--- src/rtl/nibble_serial_add_seq_pkg.sv ---
// Shared state encoding and default geometry for the nibble-serial add sequencer.
package nibble_seq_pkg;

  typedef enum logic [1:0] {
    IDLE = 2'd0,
    RUN  = 2'd1,
    DONE = 2'd2
  } seq_state_e;

  localparam int SLICE_W     = 4;
  localparam int SLICE_WORDS = 4;

endpackage

--- src/rtl/nibble_serial_add_seq_slice_shift_reg.sv ---
// W-bit register with parallel load and right shift by one N-bit slice,
// inserting a new slice at the top.
module slice_shift_reg #(
  parameter int N     = 4,
  parameter int WORDS = 4
) (
  input  logic                 clk,
  input  logic                 rst_n,
  input  logic                 load_i,
  input  logic                 shift_i,
  input  logic [N*WORDS-1:0]   load_val_i,
  input  logic [N-1:0]         ins_i,
  output logic [N*WORDS-1:0]   q_o,
  output logic [N*WORDS-1:0]   next_o
);

  localparam int W = N * WORDS;

  logic [W-1:0] q_q;

  // With a single slice the whole register is replaced by the inserted slice.
  generate
    if (WORDS > 1) begin : g_multi
      assign next_o = {ins_i, q_q[W-1:N]};
    end else begin : g_single
      assign next_o = ins_i;
    end
  endgenerate

  always_ff @(posedge clk or negedge rst_n) begin
    if (!rst_n) begin
      q_q <= '0;
    end else if (load_i) begin
      q_q <= load_val_i;
    end else if (shift_i) begin
      q_q <= next_o;
    end
  end

  assign q_o = q_q;

endmodule

--- src/rtl/nibble_serial_add_seq.sv ---
// Feeds an external combinational N-bit adder slice one slice per cycle, LSB first,
// and reassembles a W-bit result. Optional subtract mode: NIBBLE_SEQ_SUBTRACT_EN.
module nibble_serial_add_seq
  import nibble_seq_pkg::*;
#(
  parameter int N     = SLICE_W,
  parameter int WORDS = SLICE_WORDS
) (
  input  logic                 clk,
  input  logic                 rst_n,
  input  logic                 start,
  input  logic [N*WORDS-1:0]   a_in,
  input  logic [N*WORDS-1:0]   b_in,
  input  logic                 cin,
`ifdef NIBBLE_SEQ_SUBTRACT_EN
  input  logic                 sub,
`endif
  output logic                 busy,
  output logic                 done,
  output logic [N*WORDS-1:0]   sum_out,
  output logic                 cout_out,
  output logic [N-1:0]         add_a,
  output logic [N-1:0]         add_b,
  output logic                 add_cin,
  input  logic [N-1:0]         add_sum,
  input  logic                 add_cout
);

  localparam int W     = N * WORDS;
  localparam int IDX_W = (WORDS > 1) ? $clog2(WORDS) : 1;
  localparam logic [IDX_W-1:0] LAST = IDX_W'(WORDS - 1);
  localparam logic [1:0] S_IDLE = IDLE;
  localparam logic [1:0] S_RUN  = RUN;
  localparam logic [1:0] S_DONE = DONE;

  logic [1:0]       state_q, state_d;
  logic [IDX_W-1:0] idx_q, idx_d;
  logic             carry_q, carry_d;
  logic [W-1:0]     sum_q, sum_d;
  logic             cout_q, cout_d;
  logic             sub_q, sub_d;
  logic             sub_req;
  logic             load, shift, run;
  logic [W-1:0]     a_sh, b_sh, res_sh, a_nx, b_nx, res_next;
  logic             unused_sh;

`ifdef NIBBLE_SEQ_SUBTRACT_EN
  assign sub_req = sub;
`else
  assign sub_req = 1'b0;
`endif

  slice_shift_reg #(.N(N), .WORDS(WORDS)) u_op_a (
    .clk(clk), .rst_n(rst_n), .load_i(load), .shift_i(shift),
    .load_val_i(a_in), .ins_i('0), .q_o(a_sh), .next_o(a_nx)
  );

  slice_shift_reg #(.N(N), .WORDS(WORDS)) u_op_b (
    .clk(clk), .rst_n(rst_n), .load_i(load), .shift_i(shift),
    .load_val_i(b_in), .ins_i('0), .q_o(b_sh), .next_o(b_nx)
  );

  slice_shift_reg #(.N(N), .WORDS(WORDS)) u_res (
    .clk(clk), .rst_n(rst_n), .load_i(load), .shift_i(shift),
    .load_val_i('0), .ins_i(add_sum), .q_o(res_sh), .next_o(res_next)
  );

  // Register bits reached only through slicing or the next-value path.
  assign unused_sh = ^{a_sh[W-1:0], b_sh, res_sh, a_nx, b_nx};

  always_comb begin
    state_d = state_q;
    idx_d   = idx_q;
    carry_d = carry_q;
    sum_d   = sum_q;
    cout_d  = cout_q;
    sub_d   = sub_q;
    load    = 1'b0;
    shift   = 1'b0;
    case (state_q)
      S_IDLE: begin
        if (start) begin
          state_d = S_RUN;
          idx_d   = '0;
          sub_d   = sub_req;
          carry_d = sub_req ? 1'b1 : cin;
          load    = 1'b1;
        end
      end
      S_RUN: begin
        shift   = 1'b1;
        carry_d = add_cout;
        idx_d   = idx_q + 1'b1;
        if (idx_q == LAST) begin
          state_d = S_DONE;
          idx_d   = '0;
          sum_d   = res_next;
          cout_d  = add_cout;
        end
      end
      S_DONE:  state_d = S_IDLE;
      default: state_d = S_IDLE;
    endcase
  end

  always_ff @(posedge clk or negedge rst_n) begin
    if (!rst_n) begin
      state_q <= S_IDLE;
      idx_q   <= '0;
      carry_q <= 1'b0;
      sum_q   <= '0;
      cout_q  <= 1'b0;
      sub_q   <= 1'b0;
    end else begin
      state_q <= state_d;
      idx_q   <= idx_d;
      carry_q <= carry_d;
      sum_q   <= sum_d;
      cout_q  <= cout_d;
      sub_q   <= sub_d;
    end
  end

  // Slice operands are zero outside RUN so the shared adder sees a quiet input.
  assign run      = (state_q == S_RUN);
  assign busy     = run;
  assign done     = (state_q == S_DONE);
  assign add_a    = run ? a_sh[N-1:0] : '0;
  assign add_b    = run ? (b_sh[N-1:0] ^ {N{sub_q}}) : '0;
  assign add_cin  = run & carry_q;
  assign sum_out  = sum_q;
  assign cout_out = cout_q;

endmodule

--- config.mk ---
export PLATFORM = sky130hd
export DESIGN_NAME = nibble_serial_add_seq
export DESIGN_NICKNAME = d
export VERILOG_FILES = /design/src/rtl/nibble_serial_add_seq_pkg.sv /design/src/rtl/nibble_serial_add_seq_slice_shift_reg.sv /design/src/rtl/nibble_serial_add_seq.sv
export SDC_FILE = /design/constraint.sdc
export NUM_CORES = 1
export LEC_CHECK = 0
export ABC_CLOCK_PERIOD_IN_PS = 1500
export BUFFER_PORTS_ARGS = -buffer_cell sky130_fd_sc_hd__buf_2
export CORE_AREA = 2 2 106 108
export CTS_CLUSTER_DIAMETER = 120
export CTS_CLUSTER_SIZE = 30
export DETAILED_ROUTE_END_ITERATION = 12
export DIE_AREA = 0 0 108 110
export GPL_TIMING_DRIVEN = 0
export SLEW_MARGIN = 20
export SYNTH_ARGS = -nofsm -noshare
export SYNTH_HDL_FRONTEND = slang
export SYNTH_HIERARCHICAL = 1
export SYNTH_SLANG_ARGS = --single-unit
--- constraint.sdc ---
create_clock -name clk -period 1.5 [get_ports clk]
set_input_delay 0.3 -clock clk [delete_from_list [all_inputs] [get_ports clk]]
set_output_delay 0.3 -clock clk [all_outputs]
set_load 0.01 [all_outputs]
-- Yosys cells after proc, flatten, opt, wreduce, memory -nomap -nowiden
Cells that the tools add are included.
- register bits after elaboration: 70
- bits in latches: 0
- RAM bits: 0
- memory bits (read-only): 0
- bits of input ports: 41
- output and inout port bits: 28
- logic and storage cells: 40
- memories kept: 0
- $add $sub $neg: 1
- multipliers: 0
- div/mod/pow operators: 0
- order comparisons: 0
- eq/ne operators: 5
- shift operators: 0
- muxes and demuxes: 19
- bitwise gates (word level): 1
- reductions and logical operators: 6
- operators by type and width (cell ; count):
    2-to-1 mux 16 bit ; 6
    2-to-1 mux 2 bit ; 4
    2-to-1 mux 4 bit ; 2
    one-hot mux 2 bit (2 select lines) ; 2
    AND reduction 2 bit ; 3
    equality test 2 bit, second input constant ; 2
    2-to-1 mux 1 bit ; 4
    nonzero test 2 bit ; 2
    adder 2 x 1 -> 2 bit, second input constant ; 1
    equality test 2 x 1 -> 1 bit, second input constant ; 1
    zero test 2 bit ; 1
    != test 2 x 1 -> 1 bit, second input constant ; 1
    != test 2 bit, second input constant ; 1
    one-hot mux 1 bit (2 select lines) ; 1
    AND 1 bit ; 1

-- Longest topological paths before layout
- word-level depth: 4
- mapped depth: 6
- mapped depth without buffers: 4

-- Hierarchy
Netlist, hierarchy kept.
- by module, submodules not included (module ; instances ; cells each ; area each (µm²) ; seq. area each (µm²)):
    slice_shift_reg ; 3 ; 85 ; 864.6 ; 400.4
    nibble_serial_add_seq ; 1 ; 68 ; 979.7 ; 550.5

-- Worst setup path before layout
Ideal clock, no wire load.
- path type: reg2reg
- start: register state_q[0]
- end: register u_op_a.q_q[0] (netlist: u_op_a/q_o[0])
- library setup time: 0.135 ns
- arrival: 1.411 ns
- required time: 1.365 ns
- path slack: -0.046 ns
- stages on the path, launching flop included: 5
- buffers on the path: 1
- clock period less this slack: 1.546 ns
- cells stage by stage: dfrtp_1 nand2b_1 nor2_1 clkbuf_1 o21ai_0
- longest elaborated chain between the ends: 3
- elaborated cells between the ends (all ways): 6
- those cells by class: eq/ne: 1; mux: 3; reduce/logical: 2
- ends and longest elaborated chain (what ; RTL line ; RTL):
    start: declaration ; nibble_serial_add_seq.sv:36 ; logic [1:0] state_q, state_d;
    start signal: assignment ; nibble_serial_add_seq.sv:115 ; state_q <= state_d;
    zero test 2 bit (*) ; nibble_serial_add_seq.sv:80 ; case (state_q)
    2-to-1 mux 1 bit (*) ; nibble_serial_add_seq.sv:80 ;
    net load ; nibble_serial_add_seq.sv:43 ; logic load, shift, run;
    2-to-1 mux 16 bit or nonzero test 2 bit (tied branches) ; n/a ;
    end signal: assignment ; nibble_serial_add_seq_slice_shift_reg.sv:34 ; q_q <= load_val_i;
    end signal: assignment ; nibble_serial_add_seq_slice_shift_reg.sv:36 ; q_q <= next_o;
    end: declaration ; nibble_serial_add_seq_slice_shift_reg.sv:19 ; logic [W-1:0] q_q;
Mark *: on every way through the listed nets, which the timed path passes. The rest lies on a longest branch.
A chain may end at the register's enable or synchronous reset.

-- Worst setup path after layout
- start: register state_q[0]
- end: output port add_a[1]
- longest elaborated chain between the ends: 2
- ends and longest elaborated chain (what ; RTL line ; RTL):
    equality test 2 x 1 -> 1 bit ; nibble_serial_add_seq.sv:125 ; assign run = (state_q == S_RUN);
    2-to-1 mux 4 bit ; nibble_serial_add_seq.sv:128 ; assign add_a = run ? a_sh[N-1:0] : '0;
    end: declaration ; nibble_serial_add_seq.sv:22 ; output logic [N-1:0] add_a,
No other way between the ends.

==> results.toml <==
[synth]
ys.warnings.count = 6
syn_avg_cell_area_um2 = 11.7
synthCells = 263
syn_area_um2 = 3070

[timing]
timing.hold.ws_ps = 169
drv_slew = 0
setup_slack_ps = -212
fmax_mhz = 584
finClkSkew_ps = 5.40
rsz0062_at_grt = "yes"
finalHoldViolations = 0
setup_violations = 33
finalCriticalPeriod_ps = 1710
timing.final.crit_share = 1.14

[grt]
grt_use_total = 0.126
antenna_found_initial = 0
grt_pass1_vias = 2347
grt_max_degree = 39
grt_overflow = 0
grt_first_pass_wirelength_um = 11500

[clocking]
clockBufferDepth = 2
numClockSinks = 66
numCtsBuffers = 9
clk_latency_ps = 340
cts-root-buf = "clkbuf_8"
cts.clk_slew.worst_paths_ps = 70
htree_levels = 3
cts_tree = "built"

[hold_path]
holdCritStartpoint = "b_in[12]"
hold-path-cell-count = 3
min_to = "u_op_b/q_o[12]"
hold_path.class = "in2reg"

[floorplanning]
die_area_um2 = 11900
num_rows = 38
start_util = 0.287
die_w_um = 108
coreArea_um2 = 10700
io_pins = 69
die_y_um = 110

[critical_path]
timing.rr.start = "state_q[1]"
critPathKind = "reg2out"
path_buf_inv = 2
crit_path_max_fanout = 13
crit_path_end_kind = "primary output"
reg2regPathDepth = 7
critical_path.max_stage_delay_ps = 410
cp_top_family = "flip-flops"
worst_path_max_delay_cell = "dfrtp_2"
cp.arrival_ps = 1410
path_cells = "and2b_2 -> buf_12 -> and2_1 -> buf_2"
worstPathRequired_ps = 1200
ff2ff_setup_slack_ps = -80
startpoint_type = "flop"
r2r_end = "u_res/q_o[10]"

[place]
place_ws_ps = -441
post-dp-hpwl_um = 4730
io_buffers = 68
placed_cell_area_um2 = 3680
gp_congestion = 0.729

[run]
max_cap_violations = 0

[power_and_ir_drop]
peakVddDrop_mv = 0.734
clock_power_share = 0.164
p_int_mw = 5.82
sw_frac_of_total = 0.348
p_seq_frac = 0.362
combPwrFrac = 0.475
power_switching_mw = 3.10
power_density_nw_per_um2 = 2200
p_leak_nw = 2.05

[routing]
wl_per_cell_um = 13.4
via_count = 2255
first_pass_iters = 4
avgViaCountPerCell = 4.34
drtIter0Drc = 66
drt-total-wl_um = 6930
route.detailed.drc = 0
drtAntennaViolNets = 0

[final_layout]
diodes = 0
nets = 417
num-fill-cells = 1109
drive_above_1_share = 0.372
syn2layout_area_growth_pct = 32.5
fin_area_um2 = 4070

[status]
violations = "negative setup slack"
status = "finished, violations left"
==> worst max path at each step <==
| stage | slack (ps) | end | depth (start not counted) | start |
|---|---|---|---|---|
| after CTS | -230 | add_a[0] | 4 | state_q[0] |
| after global placement | -410 | u_op_b/q_o[1] | 4 | state_q[0] |
| after detailed placement | -440 | u_op_a/q_o[2] | 4 | state_q[0] |
| after floorplan | 8 | u_op_a/q_o[3] | 6 | state_q[1] |
| after global routing | -280 | add_a[0] | 4 | state_q[0] |
| final | -210 | add_a[1] | 4 | state_q[0] |
==> layer usage <==
layer  GRT usage  share of wire
met5           0              0
met4      0.0495          0.014
met3      0.0370          0.042
met2       0.210           0.48
met1       0.154           0.46
==> area by class of cell <==
cell class,instances,area (um2),share of cell area
Buffer,20,214,0.0526
Clock buffer,12,145,0.0357
Clock inverter,3,40.0,0.00985
Inverter,3,11.3,0.00277
Multi-Input combinational cell,192,1330,0.328
Sequential cell,66,1650,0.407
Tap cell,140,175,0.0431
Timing Repair Buffer,83,493,0.121
==> metrics by stage <==
step	std cells	total power [mW]	setup TNS, ps	utilization
floorplan	282	5.94	0	-
global placement	490	6.93	-28900	0.342
detailed placement	491	7.04	-15240	0.344
CTS	516	8.80	-2660	0.372
global route	519	9.61	-5520	0.380
finish	519	8.93	-3150	0.380
==> sequential cells by signal, indices dropped and copies added, names as in the netlist <==
signal      flops
carry_q         1
idx_q           2
u_op_b/q_o     16
sum_out        16
u_op_a/q_o     16
state_q         2
cout_out        1
u_res/q_o      12
==> cell usage in the layout, fill, tap and decap left out, drive strengths merged <==
cell	count
inv	3
o21bai	1
nor4b	1
nand2	44
a21oi	1
nor2	2
clkbuf	17
clkinv	2
bufinv	1
a22o	2
o21ai	44
and2	9
ha	1
mux2	17
mux2i	44
or2b	1
conb	20
dfrtp	66
nand3b	1
a221oi	1
nand2b	1
and2b	2
dlygate4sd3	1
buf	97
==> power by group through the flow <==
| stage | Sequential, mW | Combinational [mW] | Clock (mW) |
|---|---|---|---|
| finish | 3.23 | 4.24 | 1.46 |
| global route | 3.36 | 4.64 | 1.61 |
| CTS | 3.22 | 4.07 | 1.51 |
| detailed placement | 3.26 | 3.78 | 0 |
| global placement | 3.23 | 3.70 | 0 |
| floorplan | 3.23 | 2.71 | 0 |
==> tightest hold or removal path, delay by kind of cell <==
family / cells / cell delay, ps
compound gates: 1 / 60
buf+inv: 1 / 70
simple gates: 1 / 40
==> timing repair <==
item                       CTS  global route
hold buffers                 1             0
setup endpoints to repair   63            62
gates resized for setup     13            16
pin swaps                    1             2
hold endpoints to repair    28             0
setup buffers               10             3
No activity file was read; power rests on OpenSTA's default activity.
